## src/rtl/analog_pad_sequencer.sv

```systemverilog
// Break-before-make sequencer for pads shared between user digital logic and the opamp's analog pins.
// A Wishbone register window configures the guard time and the digital pad values.
module analog_pad_sequencer #(
  parameter logic [31:0] BASE_ADDR = 32'h3000_0100,
  parameter int NPADS = 6,
  parameter int CNT_W = 16,
  parameter logic [CNT_W-1:0] GUARD_RST = 16'd64
) (
  input  logic             wb_clk_i,
  input  logic             wb_rst_i,
  input  logic             wbs_stb_i,
  input  logic             wbs_cyc_i,
  input  logic             wbs_we_i,
  input  logic [3:0]       wbs_sel_i,
  input  logic [31:0]      wbs_adr_i,
  input  logic [31:0]      wbs_dat_i,
  output logic             wbs_ack_o,
  output logic [31:0]      wbs_dat_o,
  output logic [NPADS-1:0] io_oeb,
  output logic [NPADS-1:0] io_out,
  output logic             analog_ready,
  output logic             irq
);

  localparam logic [1:0] ST_DIGITAL    = 2'd0;
  localparam logic [1:0] ST_DISCONNECT = 2'd1;
  localparam logic [1:0] ST_ANALOG     = 2'd2;
  localparam logic [1:0] ST_RELEASE    = 2'd3;

  localparam logic [2:0] OFF_CTRL    = 3'd0;
  localparam logic [2:0] OFF_GUARD   = 3'd1;
  localparam logic [2:0] OFF_STATUS  = 3'd2;
  localparam logic [2:0] OFF_DIG_OUT = 3'd3;
  localparam logic [2:0] OFF_DIG_OEB = 3'd4;

  logic [1:0]       ctrl_reg;
  logic [CNT_W-1:0] guard_reg;
  logic [NPADS-1:0] dig_out_reg;
  logic [NPADS-1:0] dig_oeb_reg;
  logic             evt_reg;
  logic [1:0]       state_reg, state_next;
  logic [CNT_W-1:0] cnt_reg, cnt_next;
  logic             ack_reg;
  logic [31:0]      dat_reg;
  logic [NPADS-1:0] io_oeb_reg, io_out_reg;
  logic             analog_ready_reg;

  logic        hit, access, wr;
  logic [2:0]  off;
  logic [31:0] wmask;
  logic [31:0] rd_data;
  logic        req, evt_set, evt_w1c;

  logic unused_bits;
  assign unused_bits = ^{wbs_adr_i[7:5], wbs_adr_i[1:0], wbs_dat_i, wbs_sel_i, wmask};

  assign hit    = wbs_stb_i & wbs_cyc_i & (wbs_adr_i[31:8] == BASE_ADDR[31:8]);
  assign access = hit & ~ack_reg;
  assign wr     = access & wbs_we_i;
  assign off    = wbs_adr_i[4:2];

  genvar gi;
  generate
    for (gi = 0; gi < 4; gi++) begin : g_mask
      assign wmask[gi*8 +: 8] = {8{wbs_sel_i[gi]}};
    end
  endgenerate

  always_comb begin
    rd_data = 32'd0;
    case (off)
      OFF_CTRL:    rd_data = 32'(ctrl_reg);
      OFF_GUARD:   rd_data = 32'(guard_reg);
      OFF_STATUS:  rd_data = {27'd0, evt_reg, 2'b00, state_reg};
      OFF_DIG_OUT: rd_data = 32'(dig_out_reg);
      OFF_DIG_OEB: rd_data = 32'(dig_oeb_reg);
      default:     rd_data = 32'd0;
    endcase
  end

  assign req = ctrl_reg[0] & ~ctrl_reg[1];

  always_comb begin
    state_next = state_reg;
    cnt_next   = cnt_reg;
    case (state_reg)
      ST_DIGITAL: begin
        if (req) begin
          state_next = ST_DISCONNECT;
          cnt_next   = guard_reg;
        end
      end
      ST_DISCONNECT: begin
        if (!req) begin
          state_next = ST_RELEASE;
          cnt_next   = guard_reg;
        end else if (cnt_reg == '0) begin
          state_next = ST_ANALOG;
        end else begin
          cnt_next = cnt_reg - 1'b1;
        end
      end
      ST_ANALOG: begin
        if (!req) begin
          state_next = ST_RELEASE;
          cnt_next   = guard_reg;
        end
      end
      default: begin
        // RELEASE always runs to completion, even if re-enabled meanwhile.
        if (cnt_reg == '0) begin
          state_next = ST_DIGITAL;
        end else begin
          cnt_next = cnt_reg - 1'b1;
        end
      end
    endcase
  end

  assign evt_set = (state_next == ST_ANALOG) && (state_reg != ST_ANALOG);
  assign evt_w1c = wr && (off == OFF_STATUS) && wbs_sel_i[0] && wbs_dat_i[4];

  always_ff @(posedge wb_clk_i or posedge wb_rst_i) begin
    if (wb_rst_i) begin
      ctrl_reg         <= 2'b00;
      guard_reg        <= GUARD_RST;
      dig_out_reg      <= '0;
      dig_oeb_reg      <= '1;
      evt_reg          <= 1'b0;
      state_reg        <= ST_DIGITAL;
      cnt_reg          <= '0;
      ack_reg          <= 1'b0;
      dat_reg          <= 32'd0;
      io_oeb_reg       <= '1;
      io_out_reg       <= '0;
      analog_ready_reg <= 1'b0;
    end else begin
      ack_reg <= access;
      dat_reg <= access ? rd_data : 32'd0;
      if (wr) begin
        case (off)
          OFF_CTRL:    ctrl_reg    <= (ctrl_reg & ~wmask[1:0]) | (wbs_dat_i[1:0] & wmask[1:0]);
          OFF_GUARD:   guard_reg   <= (guard_reg & ~wmask[CNT_W-1:0]) | (wbs_dat_i[CNT_W-1:0] & wmask[CNT_W-1:0]);
          OFF_DIG_OUT: dig_out_reg <= (dig_out_reg & ~wmask[NPADS-1:0]) | (wbs_dat_i[NPADS-1:0] & wmask[NPADS-1:0]);
          OFF_DIG_OEB: dig_oeb_reg <= (dig_oeb_reg & ~wmask[NPADS-1:0]) | (wbs_dat_i[NPADS-1:0] & wmask[NPADS-1:0]);
          default: ;
        endcase
      end
      // A set landing with a W1C wins.
      evt_reg   <= evt_set | (evt_reg & ~evt_w1c);
      state_reg <= state_next;
      cnt_reg   <= cnt_next;
      if (state_next == ST_DIGITAL) begin
        io_oeb_reg <= dig_oeb_reg | {NPADS{ctrl_reg[1]}};
        io_out_reg <= dig_out_reg & ~{NPADS{ctrl_reg[1]}};
      end else begin
        io_oeb_reg <= '1;
        io_out_reg <= '0;
      end
      analog_ready_reg <= (state_next == ST_ANALOG);
    end
  end

  assign wbs_ack_o    = ack_reg;
  assign wbs_dat_o    = dat_reg;
  assign io_oeb       = io_oeb_reg;
  assign io_out       = io_out_reg;
  assign analog_ready = analog_ready_reg;
  assign irq          = evt_reg;

endmodule

```

## config.mk

```make
export PLATFORM = sky130hd
export DESIGN_NAME = analog_pad_sequencer
export DESIGN_NICKNAME = d
export VERILOG_FILES = /design/src/rtl/analog_pad_sequencer.sv
export SDC_FILE = /design/constraint.sdc
export NUM_CORES = 1
export LEC_CHECK = 0
export BUFFER_PORTS_ARGS = -buffer_cell sky130_fd_sc_hd__buf_2
export CAP_MARGIN = 20
export CORE_AREA = 2 2 101 103
export DETAILED_ROUTE_END_ITERATION = 10
export DIE_AREA = 0 0 103 105
export PLACE_DENSITY_LB_ADDON = 0.08
export SKIP_CTS_REPAIR_TIMING = 1
export SLEW_MARGIN = 20
export SYNTH_ARGS = -nofsm -noshare
export SYNTH_HDL_FRONTEND = slang
export SYNTH_SLANG_ARGS = --single-unit
```

## constraint.sdc

```tcl
create_clock -name wb_clk_i -period 2.73 [get_ports wb_clk_i]
set_input_delay 0.273 -clock wb_clk_i [delete_from_list [all_inputs] [get_ports wb_clk_i]]
set_output_delay 0.273 -clock wb_clk_i [all_outputs]
set_load 0.02 [all_outputs]
```

==> out/qor.txt <==
Worst Clk Skew: 0.00851 ns
Final Slew Violations: 0
Synth Instances: 332
Top post-synthesis cells by area: dfrtp_1, dfstp_2, mux2_2
Seq cells post-synth: 79
Area grow syn2layout: 18.4%
Row cnt: 36
Synth cell count leaders: dfrtp_1, mux2_2, nor2_1
H-tree levels: 3
Status: finished, violations left
Ys Warns: 0
Worst Path Arrival: 2.56 ns
Most repeated cell in the gate-level netlist after synthesis: dfrtp_1
Vias per inst: 5.18
Power Dens Cells: 466 nW/um2
Final ANT Viol Nets: 0
Synth cell types: 53
Max-cap viol count: 0
Hold Fails Final Rpt: 24
Fill cell count: 943
Final net count: 491
Crit Path Class: reg2reg
Post-Synth XOR/XNOR Area: 0.465%
Failing checks: negative hold slack
Asr flop ratio synth: 100%
Starting density of the core: 39.1%
Pleak: 2.21 nW
FMAX: 427 MHz
Vias after detailed routing: 2874
Die width: 103 um
TritonRoute pass-1 iters: 4
Fin util: 46.3%
Primary FF master, synth: dfrtp_1
Vias in the first global route: 2788
Drc violations: 0
Routability cong.: 0.794
Peak VDD IR: 0.268 mV
Overall Power: 2.08 mW
Post-synthesis compound-gate area fraction: 11.1%
Post-DP Area: 4290 um2
Crit-path max FO: 6
CTS Buf Count: 9
Clock-pin slew of the registers on the worst-case setup and hold paths: 0.08 ns
Hold Path Class: in2async
CORE AREA: 9640 um2
Worst Hold Margin: -0.0263 ns
Seq/Total Area, Yosys: 52.9%
Post-Synth Adder-Cell Area: 0.332%
WL per Instance: 15.7 um
Mean Syn Cell Area: 11.3 um2
CTS tree: built
Number of flops mapped to enable cells by yosys: 0
DIE AREA: 10800 um2
Period utilisation layout: 85.9%
Mux cell area share after synthesis: 11.3%
Ant diodes: 0
Worst-margin pin slew: 0.870 ns
Total GRT Usage: 16.6%
Largest family of logic cells by synthesized area: simple AND/OR/NAND/NOR gates
Worst Path Required: 2.95 ns
1st-iter DRT viols: 137
Port Buffers: 80
WL final: 8710 um
Overflow after GRT: 0
Clk sinks: 79
RSZ-0062 raised after global routing: no
Critical Path Start Type: flop
IO Pins: 120
Share of the synthesized area in the top cell type: 43.8%
Setup TNS: 0 ns
Final setup viols: 0
Worst slew margin: 41.5%
Worst setup EP type: flop
First-pass GRT wire length: 13900 um
Fin area: 4460 um2
Clock buffer depth: 2
Largest net degree at the start of global routing: 33
Cell taking the most area after synthesis: dfrtp_1
Root buffer cell: clkbuf_8
Post-layout minimum cycle time: 2.34 ns
Die H: 105 um
Post-Synth Simple-Gate Area: 18.3%
Share of layout cells above drive strength 1: 38.9%
Final HPWL DP: 6460 um
Clk Latency, worst-skew pair: 0.35 ns
Mapped Area: 3770 um2
Initial antenna violation count: 0
-- metrics by stage --
stage,worst slack (ns),std cells
after floorplan,0.445,347
after global placement,0.324,539
after detailed placement,0.307,539
after CTS,0.383,555
after global routing,0.241,555
final,0.386,555
-- routing by layer --
layer  vias up  track usage (%)  part of all wire [%]
met3         8             3.68                   5.9
li1       1361                -                     -
met4         0             4.79                   1.1
met5         -                0                     0
met1      1408             23.3                    46
met2        97             25.5                    47
-- area by class of cell --
cell class | instances | area, um2 | area share [%]
timing repair buffer | 90 | 488 | 10.9
clock inverter | 5 | 36.3 | 0.813
inverter | 6 | 22.5 | 0.505
tap | 133 | 166 | 3.73
multi-input combinational | 231 | 1620 | 36.4
clock buffer | 11 | 131 | 2.95
sequential | 79 | 1990 | 44.7
-- cells in the final DEF (no fill, tap or decap), types with 5 or more instances in the layout --
cell	Yosys	layout
a21oi_1	6	6
a22oi_1	11	11
and2_1	17	17
buf_2	1	80
buf_4	16	9
clkbuf_8	0	9
conb_1	1	16
dfrtp_1	66	66
dfstp_2	13	13
inv_1	6	5
mux2_2	29	29
mux2_4	6	6
nand2_1	13	13
nand2b_1	9	9
nand3_1	9	9
nor2_1	21	21
nor3_1	7	7
nor4_1	9	9
o21ai_0	7	7
or4_1	7	7
-- cell families after synthesis --
group,after synthesis
other,1
adder cells (fa/ha/maj),1
flip-flops,79
AND/OR/NAND/NOR,119
XOR/XNOR,2
AO/OA/AOI/OAI,57
multiplexers,36
buffers and inverters,37
-- critical path, stage by stage (launching register included) --
cell and delay (ns):
dfrtp_1 0.43, inv_1 0.08, ha_1 0.18, or3b_2 0.51
nor4_1 0.54, nand2_1 0.10, o311ai_0 0.28, nand3_1 0.10
-- path summary, 6_finish.rpt --
kind / startpoint / to / slack (ns) / depth (start not counted)
setup / recovery: cnt_reg[0] / cnt_reg[14] / 0.39 / 7
hold / removal: wb_rst_i / wbs_dat_o[10] / -0.03 / 2
setup reg to reg: cnt_reg[0] / cnt_reg[14] / 0.39 / 7
hold reg to reg: flop / io_oeb[5] / 0.51 / 1
max in group asynchronous: wb_rst_i / asynchronous set/reset pin / 1.98 / 3
min in group wb_clk_i: wbs_dat_i[10] / flop / 0.15 / 2
-- where the power goes --
group | switching (mW) | leakage (nW) | internal, mW | total [mW]
clock | 0.431 | 0.0755 | 0.331 | 0.761
combinational | 0.0935 | 1.09 | 0.0481 | 0.142
sequential | 0.00180 | 1.05 | 1.17 | 1.17
total | 0.526 | 2.21 | 1.55 | 2.08
(Power assumes the default switching activity.)
